`config.mk`:
```
export PLATFORM = sky130hd
export DESIGN_NAME = fifo_uart_tx
export DESIGN_NICKNAME = d
export VERILOG_FILES = /design/src/rtl/fifo_uart_tx.sv
export SDC_FILE = /design/constraint.sdc
export NUM_CORES = 1
export LEC_CHECK = 0
export ABC_AREA = 1
export BUFFER_PORTS_ARGS = -buffer_cell sky130_fd_sc_hd__buf_2
export CAP_MARGIN = 15
export CORE_UTILIZATION = 30
export DETAILED_ROUTE_END_ITERATION = 16
export PLACE_DENSITY_LB_ADDON = 0.12
export SYNTH_ARGS = -nofsm -noshare
export SYNTH_HDL_FRONTEND = slang
export SYNTH_SLANG_ARGS = --single-unit
export TNS_END_PERCENT = 50
```
`constraint.sdc`:
```
create_clock -name clk -period 1.7 [get_ports clk]
set_input_delay 0.085 -clock clk [delete_from_list [all_inputs] [get_ports clk]]
set_output_delay 0.085 -clock clk [all_outputs]
set_load 0.1 [all_outputs]
```
`src/rtl/fifo_uart_tx.sv`:
```
// UART transmitter that pops bytes from an upstream synchronous FIFO and sends
// each as start / data LSB-first / optional even parity / stop.
module fifo_uart_tx #(
  parameter int WIDTH        = 8,
  parameter int CLKS_PER_BIT = 16,
  parameter int PARITY_EN    = 0
) (
  input  logic             clk,
  input  logic             rst,
  input  logic             fifo_empty,
  input  logic [WIDTH-1:0] fifo_rd_data,
  output logic             fifo_rd_en,
  output logic             tx,
  output logic             busy,
  output logic             frame_done
);

  localparam int CNT_W = (CLKS_PER_BIT > 1) ? $clog2(CLKS_PER_BIT) : 1;
  localparam int BIT_W = (WIDTH > 1) ? $clog2(WIDTH) : 1;

  typedef enum logic [2:0] {
    IDLE, FETCH, LOAD, START, DATA, PARITY, STOP
  } state_e;

  state_e             state_q, state_d;
  logic [CNT_W-1:0]   baud_q, baud_d;
  logic [BIT_W-1:0]   bit_q, bit_d;
  logic [WIDTH-1:0]   shift_q, shift_d;
  logic               parity_q, parity_d;
  logic               tx_q, tx_d;
  logic               busy_q, busy_d;
  logic               rd_en_q, rd_en_d;
  logic               done_q, done_d;
  logic               baud_end;

  assign baud_end = (baud_q == CNT_W'(CLKS_PER_BIT - 1));

  // NOTE: every variable gets a default before the case so no path leaves one
  // unassigned, which would otherwise infer a latch.
  always_comb begin
    state_d  = state_q;
    baud_d   = baud_q;
    bit_d    = bit_q;
    shift_d  = shift_q;
    parity_d = parity_q;

    if (state_q inside {START, DATA, PARITY, STOP})
      baud_d = baud_end ? '0 : baud_q + 1'b1;

    case (state_q)
      IDLE:   if (!fifo_empty) state_d = FETCH;
      FETCH:  state_d = LOAD;
      LOAD: begin
        shift_d  = fifo_rd_data;
        parity_d = ^fifo_rd_data;
        bit_d    = '0;
        state_d  = START;
      end
      START:  if (baud_end) state_d = DATA;
      DATA: begin
        if (baud_end) begin
          if (bit_q == BIT_W'(WIDTH - 1)) begin
            state_d = (PARITY_EN != 0) ? PARITY : STOP;
          end else begin
            shift_d = shift_q >> 1;
            bit_d   = bit_q + 1'b1;
          end
        end
      end
      PARITY: if (baud_end) state_d = STOP;
      STOP:   if (baud_end) state_d = IDLE;
      default: state_d = IDLE;
    endcase

    if (state_d != state_q) baud_d = '0;

    // Outputs are registered from the next state so they line up with it.
    case (state_d)
      START:   tx_d = 1'b0;
      DATA:    tx_d = shift_d[0];
      PARITY:  tx_d = parity_d;
      default: tx_d = 1'b1;
    endcase
    busy_d  = (state_d != IDLE);
    rd_en_d = (state_d == FETCH);
    done_d  = (state_q == STOP) && (state_d == IDLE);
  end

  // NOTE: sequential state uses non-blocking assignments only, so every
  // register samples pre-edge values regardless of process ordering.
  always_ff @(posedge clk) begin
    if (rst) begin
      state_q  <= IDLE;
      baud_q   <= '0;
      bit_q    <= '0;
      shift_q  <= '0;
      parity_q <= 1'b0;
      tx_q     <= 1'b1;
      busy_q   <= 1'b0;
      rd_en_q  <= 1'b0;
      done_q   <= 1'b0;
    end else begin
      state_q  <= state_d;
      baud_q   <= baud_d;
      bit_q    <= bit_d;
      shift_q  <= shift_d;
      parity_q <= parity_d;
      tx_q     <= tx_d;
      busy_q   <= busy_d;
      rd_en_q  <= rd_en_d;
      done_q   <= done_d;
    end
  end

  assign fifo_rd_en = rd_en_q;
  assign tx         = tx_q;
  assign busy       = busy_q;
  assign frame_done = done_q;

endmodule

```
Yosys cells after proc, flatten, opt, wreduce, memory -nomap -nowiden
Cells that the tools add are included.
{"block": "totals", "register_bits": 23, "inputBits": 11, "out_inout_bits": 4, "word_cells": 52}
{"block": "classes", "addsub": 2, "n_eq_ne": 15, "mux": 16, "n_reduce_logical": 9}
{"op": "3-bit 2-to-1 mux", "count": 8}
{"op": "3-bit case mux with 7 select lines", "count": 1}
{"op": "3-bit equality test, second input constant", "count": 6}
{"op": "8-bit 2-to-1 mux", "count": 2}
{"op": "8-bit case mux with 2 select lines", "count": 1}
{"op": "3-bit by 2-bit equality test with 1-bit output, second input constant", "count": 3}
{"op": "8-bit parity", "count": 1}
{"op": "3-bit by 1-bit equality test with 1-bit output, second input constant", "count": 2}
{"op": "3-bit logical NOT", "count": 2}
{"op": "3-bit case mux with 2 select lines", "count": 1}
{"op": "4-bit by 1-bit adder with 4-bit output, second input constant", "count": 1}
{"op": "4-bit equality test, second input constant", "count": 1}
{"op": "4-bit 2-to-1 mux", "count": 1}
{"op": "2-bit != test, second input constant", "count": 2}
{"op": "4-bit nonzero test", "count": 1}
{"op": "3-bit by 1-bit adder with 3-bit output, second input constant", "count": 1}
{"op": "3-bit != test", "count": 1}
{"op": "1-bit case mux with 3 select lines", "count": 1}
{"op": "3-bit AND reduction", "count": 1}
{"op": "3-bit nonzero test", "count": 1}
{"op": "2-bit nonzero test", "count": 1}
{"op": "2-bit OR reduction", "count": 1}
{"op": "1-bit logical AND", "count": 1}
{"op": "1-bit 2-to-1 mux", "count": 1}

Logic depth before layout (Yosys ltp)
{"block": "logic_depth", "word_depth": 6, "mapped_depth": 11, "depth_no_buf": 11}

Worst setup path before layout
Ideal clock, no wire load.
{"block": "synth_path", "kind": "flip-flop to flip-flop", "start": "register bit_q[0]", "end": "register tx_q, in the netlist tx", "setup_time_ns": 0.119, "arrival_time_ns": 1.314, "required_time_ns": 1.581, "slack_ns": 0.267, "path_stages_with_launch": 7, "path_buffers": 0, "synth_period_minus_slack_ns": 1.433, "path_cell_list": "dfxtp_1 > ha_1 > ha_1 > o211ai_1 > nand3_1 > a21oi_1 > nand3_2"}
{"block": "synth_via", "elab_chain_len": 6, "word_cells_on_any_way": 11, "cone_classes": "eq/ne: 4; mux: 7"}
{"item": "start: declaration", "line": "27", "rtl": "logic [BIT_W-1:0] bit_q, bit_d;"}
{"item": "start signal: assignment", "line": "105", "rtl": "bit_q <= bit_d;"}
{"item": "3-bit equality test *", "line": "62", "rtl": "if (bit_q == BIT_W'(WIDTH - 1)) begin"}
{"item": "3-bit 2-to-1 mux", "line": "62"}
{"item": "3-bit 2-to-1 mux", "line": "61", "rtl": "if (baud_end) begin"}
{"item": "3-bit case mux with 7 select lines", "line": "50", "rtl": "case (state_q)"}
{"item": "3-bit equality test or 3-bit by 2-bit equality test with 1-bit output (tied branches)", "line": "78", "rtl": "case (state_d)"}
{"item": "1-bit case mux with 3 select lines *", "line": "78"}
{"item": "end signal: assignment", "line": "108", "rtl": "tx_q <= tx_d;"}
{"item": "end: declaration", "line": "30", "rtl": "logic tx_q, tx_d;"}
Every way passes the cells marked *; elsewhere a longest branch is shown, timed or not. The select of a mux whose other input is x is not followed.
A chain may end at the register's enable or synchronous reset.

Worst setup path after layout
{"block": "layout_path", "start": "register bit_q[0]", "end": "register baud_q[2]"}
{"block": "layout_via", "elab_chain_len": 6}
{"item": "3-bit equality test", "line": "62"}
{"item": "3-bit 2-to-1 mux", "line": "62"}
{"item": "3-bit 2-to-1 mux", "line": "61"}
{"item": "3-bit case mux with 7 select lines", "line": "50"}
{"item": "3-bit != test", "line": "75", "rtl": "if (state_d != state_q) baud_d = '0;"}
{"item": "2-bit OR reduction (no source line)"}
{"item": "end signal: assignment", "line": "104", "rtl": "baud_q <= baud_d;"}
{"item": "end: declaration", "line": "26", "rtl": "logic [CNT_W-1:0] baud_q, baud_d;"}
No other way between the ends.

==> impl_results.md <==
- Outcome: completed
- Post-Route Utilization: 0.373
- Number of cell instances on the worst register-to-register path: 7
- GR Util met2: 0.235
- Data required time of the critical path: 1.89 ns
- Latest clock arrival within the worst-skew pair: 0.27 ns
- Effective utilization at floorplan: 0.324
- Root buf cell: sky130_fd_sc_hd__clkbuf_8
- Max capacitance violation total: 0
- Maximum fanout encountered on the critical timing path: 5
- Power density over the cells: 751 mW/mm^2
- Count of antenna diodes in the layout: 0
- Number of routed nets with antenna violations: 0
- Mean number of vias per cell: 4.53
- Number of max-slew violations in the final report: 0
- Area growth from synthesis to final layout: 15.1%
- Setup slack, reg-to-reg: 0.12 ns
- Cell family contributing the most delay on the critical path: adder cells
- Aggregate global-route resource usage: 0.142
- Post-Route WL: 2810 um
- Hold slack final: 0.0932 ns
- Highest Clock Rate: 635 MHz
- Clock period minus final worst setup slack: 1.58 ns
- Routed via count: 1205
- CP peak stage delay: 0.34 ns
- Share of the clock period used by the worst path after layout: 0.927
- Commonest cells after routing, fill and taps aside: sky130_fd_sc_hd__nand2_1 (58), sky130_fd_sc_hd__dfxtp_1 (22), sky130_fd_sc_hd__inv_1 (20), sky130_fd_sc_hd__nor2_1 (17)
- Summed area of non-filler cells in the final layout: 0.00154 mm^2
- DRT iter0 DRCs: 79
- RSZ-0062 raised after global routing: no
- Post-DR wirelength/cell: 10.6 um
- Worst path cell trace: ha_1 > ha_1 > o211ai_1 > nand2_4 > nand2_2 > o21ai_2 > nor3b_1
- Most common cell after layout, fill and taps aside: sky130_fd_sc_hd__nand2_1
- Number of cells produced by synthesis: 197
- Post-detail-place hpwl: 2130 um
- Final cell count without fillers: 266
- Synthesized flop and latch total: 23
- CP startpoint kind: flip-flop
- Area enclosed by the die boundary: 0.00474 mm^2
- Site Rows: 23
- TritonCTS clock tree: done
- Number of nets produced by synthesis: 211
- Input/output buffers: 14
- DR DRC count: 0
- # IOs: 15
- Pin count of the biggest net entering global routing: 20
- Number of gates resized after cts: 0
- LEAKAGE: 0.735 nW
- Met1 Track Usage GR: 0.177
- Share of the yosys chip area belonging to registers: 0.343
- CP most frequent cell: sky130_fd_sc_hd__ha_1
- GPL Wtd Cong: 0.795
- Type of destination of the critical path: flip-flop
- Placed instance area: 0.00149 mm^2
- H-tree depth: 1
- WP buf/inv: 0
- Floorplan Core Area: 0.00414 mm^2
- Number of warnings reported in the yosys synthesis log: 0
- TritonCTS Buffers: 3
- Library cells used by synthesis: 28
- Number of global-route vias before repair: 1178
- First-pass GRT wire length: 4990 um
- Die boundary height: 68.9 um
- Clock Sinks: 23
- Pre-CTS WS: 0.0920 ns
- Die Wd: 68.9 um
- Fraction of final layout cells sized beyond drive strength 1: 0.250
- Detailed-router iteration count before antenna repair: 4
- Min-delay worst type: primary input to flip-flop
- Cell with the biggest individual delay on the critical path: sky130_fd_sc_hd__dfxtp_1
- Crit Path Category: flip-flop to flip-flop
- Launch point of the worst path: bit_q[0]
- Buffers inserted during post-CTS setup optimization: 0
- Final layout net count: 231
- Synth Cell Area: 0.00134 mm^2
- Source of the worst register-to-register timing path: bit_q[0]
- Largest buffer count on any clock path: 2
- Total count of hold-check failures in the final report: 0
- End of the worst register-to-register path: baud_q[2]
- Cell Count Post-Placement: 262
- Setup TNS after final layout: 0 ns
- Total stage count of the critical path: 7
- Worst path arrival time: 1.77 ns
- Avg Inst Size Synth: 6.81 um^2
- Global-route congestion overflow total: 0
- Initial antenna violation count: 0
- Met3 capacity usage during global routing: 0.0345
- Final worst-path setup slack: 0.125 ns
- Tightest Pin Transition: 0.485 ns
- GRT busiest layer: met2
- Clk_skew: 0.00413 ns
- Worst setup path end: baud_q[2]
- IR drop worst, VDD: 0.328 mV
- Post-CTS clock slew at the launch and capture registers of the worst setup and hold paths: 0.09 ns
- Final Total Pwr: 1.16 mW
- Startpoint of the lowest-slack hold path: fifo_rd_data[7]
- Worst max-slew margin expressed relative to the limit: 0.679
- CTS Hold Bufs: 0
- Setup Viol. Count Final: 0
[cells by family (layout without fill, tap and decap cells)]
| kind of cell | after synthesis | after routing | synth area share |
|---|---|---|---|
| flops | 23 | 23 | 0.343 |
| compound gates | 31 | 31 | 0.127 |
| simple gates | 110 | 110 | 0.411 |
| buf+inv | 29 | 48 | 0.0840 |
| xor+xnor | 1 | 1 | 0.00653 |
| fa+ha+maj | 3 | 3 | 0.0280 |
[worst reg2reg max path, delay by kind of cell, from the launching register on]
| family | cells | cell delay, ns |
|---|---|---|
| fa+ha+maj | 2 | 0.40 |
| flops | 1 | 0.34 |
| simple gates | 3 | 0.37 |
| compound gates | 2 | 0.39 |
[layout make-up]
class | count | area, um^2
Sequential cell | 23 | 462
Fill cell | 469 | 2600
Clock inverter | 1 | 5.00
Multi-Input combinational cell | 145 | 776
Clock buffer | 3 | 41.3
Inverter | 26 | 97.6
Tap cell | 50 | 62.6
Timing Repair Buffer | 18 | 100
[power breakdown]
| part | total (mW) | switching [mW] | internal, mW |
|---|---|---|---|
| clock network | 0.354 | 0.190 | 0.164 |
| registers | 0.574 | 0.0133 | 0.560 |
| logic | 0.232 | 0.162 | 0.0698 |
[how the worst min path moves through the flow]
stage                       to  depth (start not counted)  slack [ns]
global route        shift_q[7]                          3        0.09
detailed placement  shift_q[7]                          3        0.37
finish              shift_q[7]                          3        0.09
CTS                 shift_q[7]                          3        0.09
global placement    shift_q[7]                          3        0.38
floorplan           shift_q[7]                          2        0.23
[cell usage after synthesis, drive strengths merged]
master,count,share of area
o21ai,15,0.064
dfxtp,23,0.34
nor3b,3,0.021
nand3b,1,0.015
inv,26,0.073
nor3,2,0.0075
clkbuf,2,0.0056
or2,1,0.0047
nand3,12,0.060
a31oi,1,0.0047
nor2,20,0.065
nand4,1,0.0047
nand2,69,0.22
ha,3,0.028
buf,1,0.0056
nor4,1,0.0093
xnor2,1,0.0065
o211ai,1,0.0056
a21oi,14,0.052
[flip-flops by register name (all words and copies together), names as in the netlist]
| register | cells |
|---|---|
| baud_q | 4 |
| bit_q | 3 |
| busy | 1 |
| fifo_rd_en | 1 |
| frame_done | 1 |
| parity_q | 1 |
| shift_q | 8 |
| state_q | 3 |
| tx | 1 |
[layer usage]
metal / wire length, um / part of all wire / up-vias
met2: 1230 / 0.44 / 17
li1: - / - / 664
met3: 95 / 0.034 / 4
met5: 0 / 0 / -
met1: 1430 / 0.51 / 520
met4: 53 / 0.019 / 0
(Power assumes the default switching activity.)
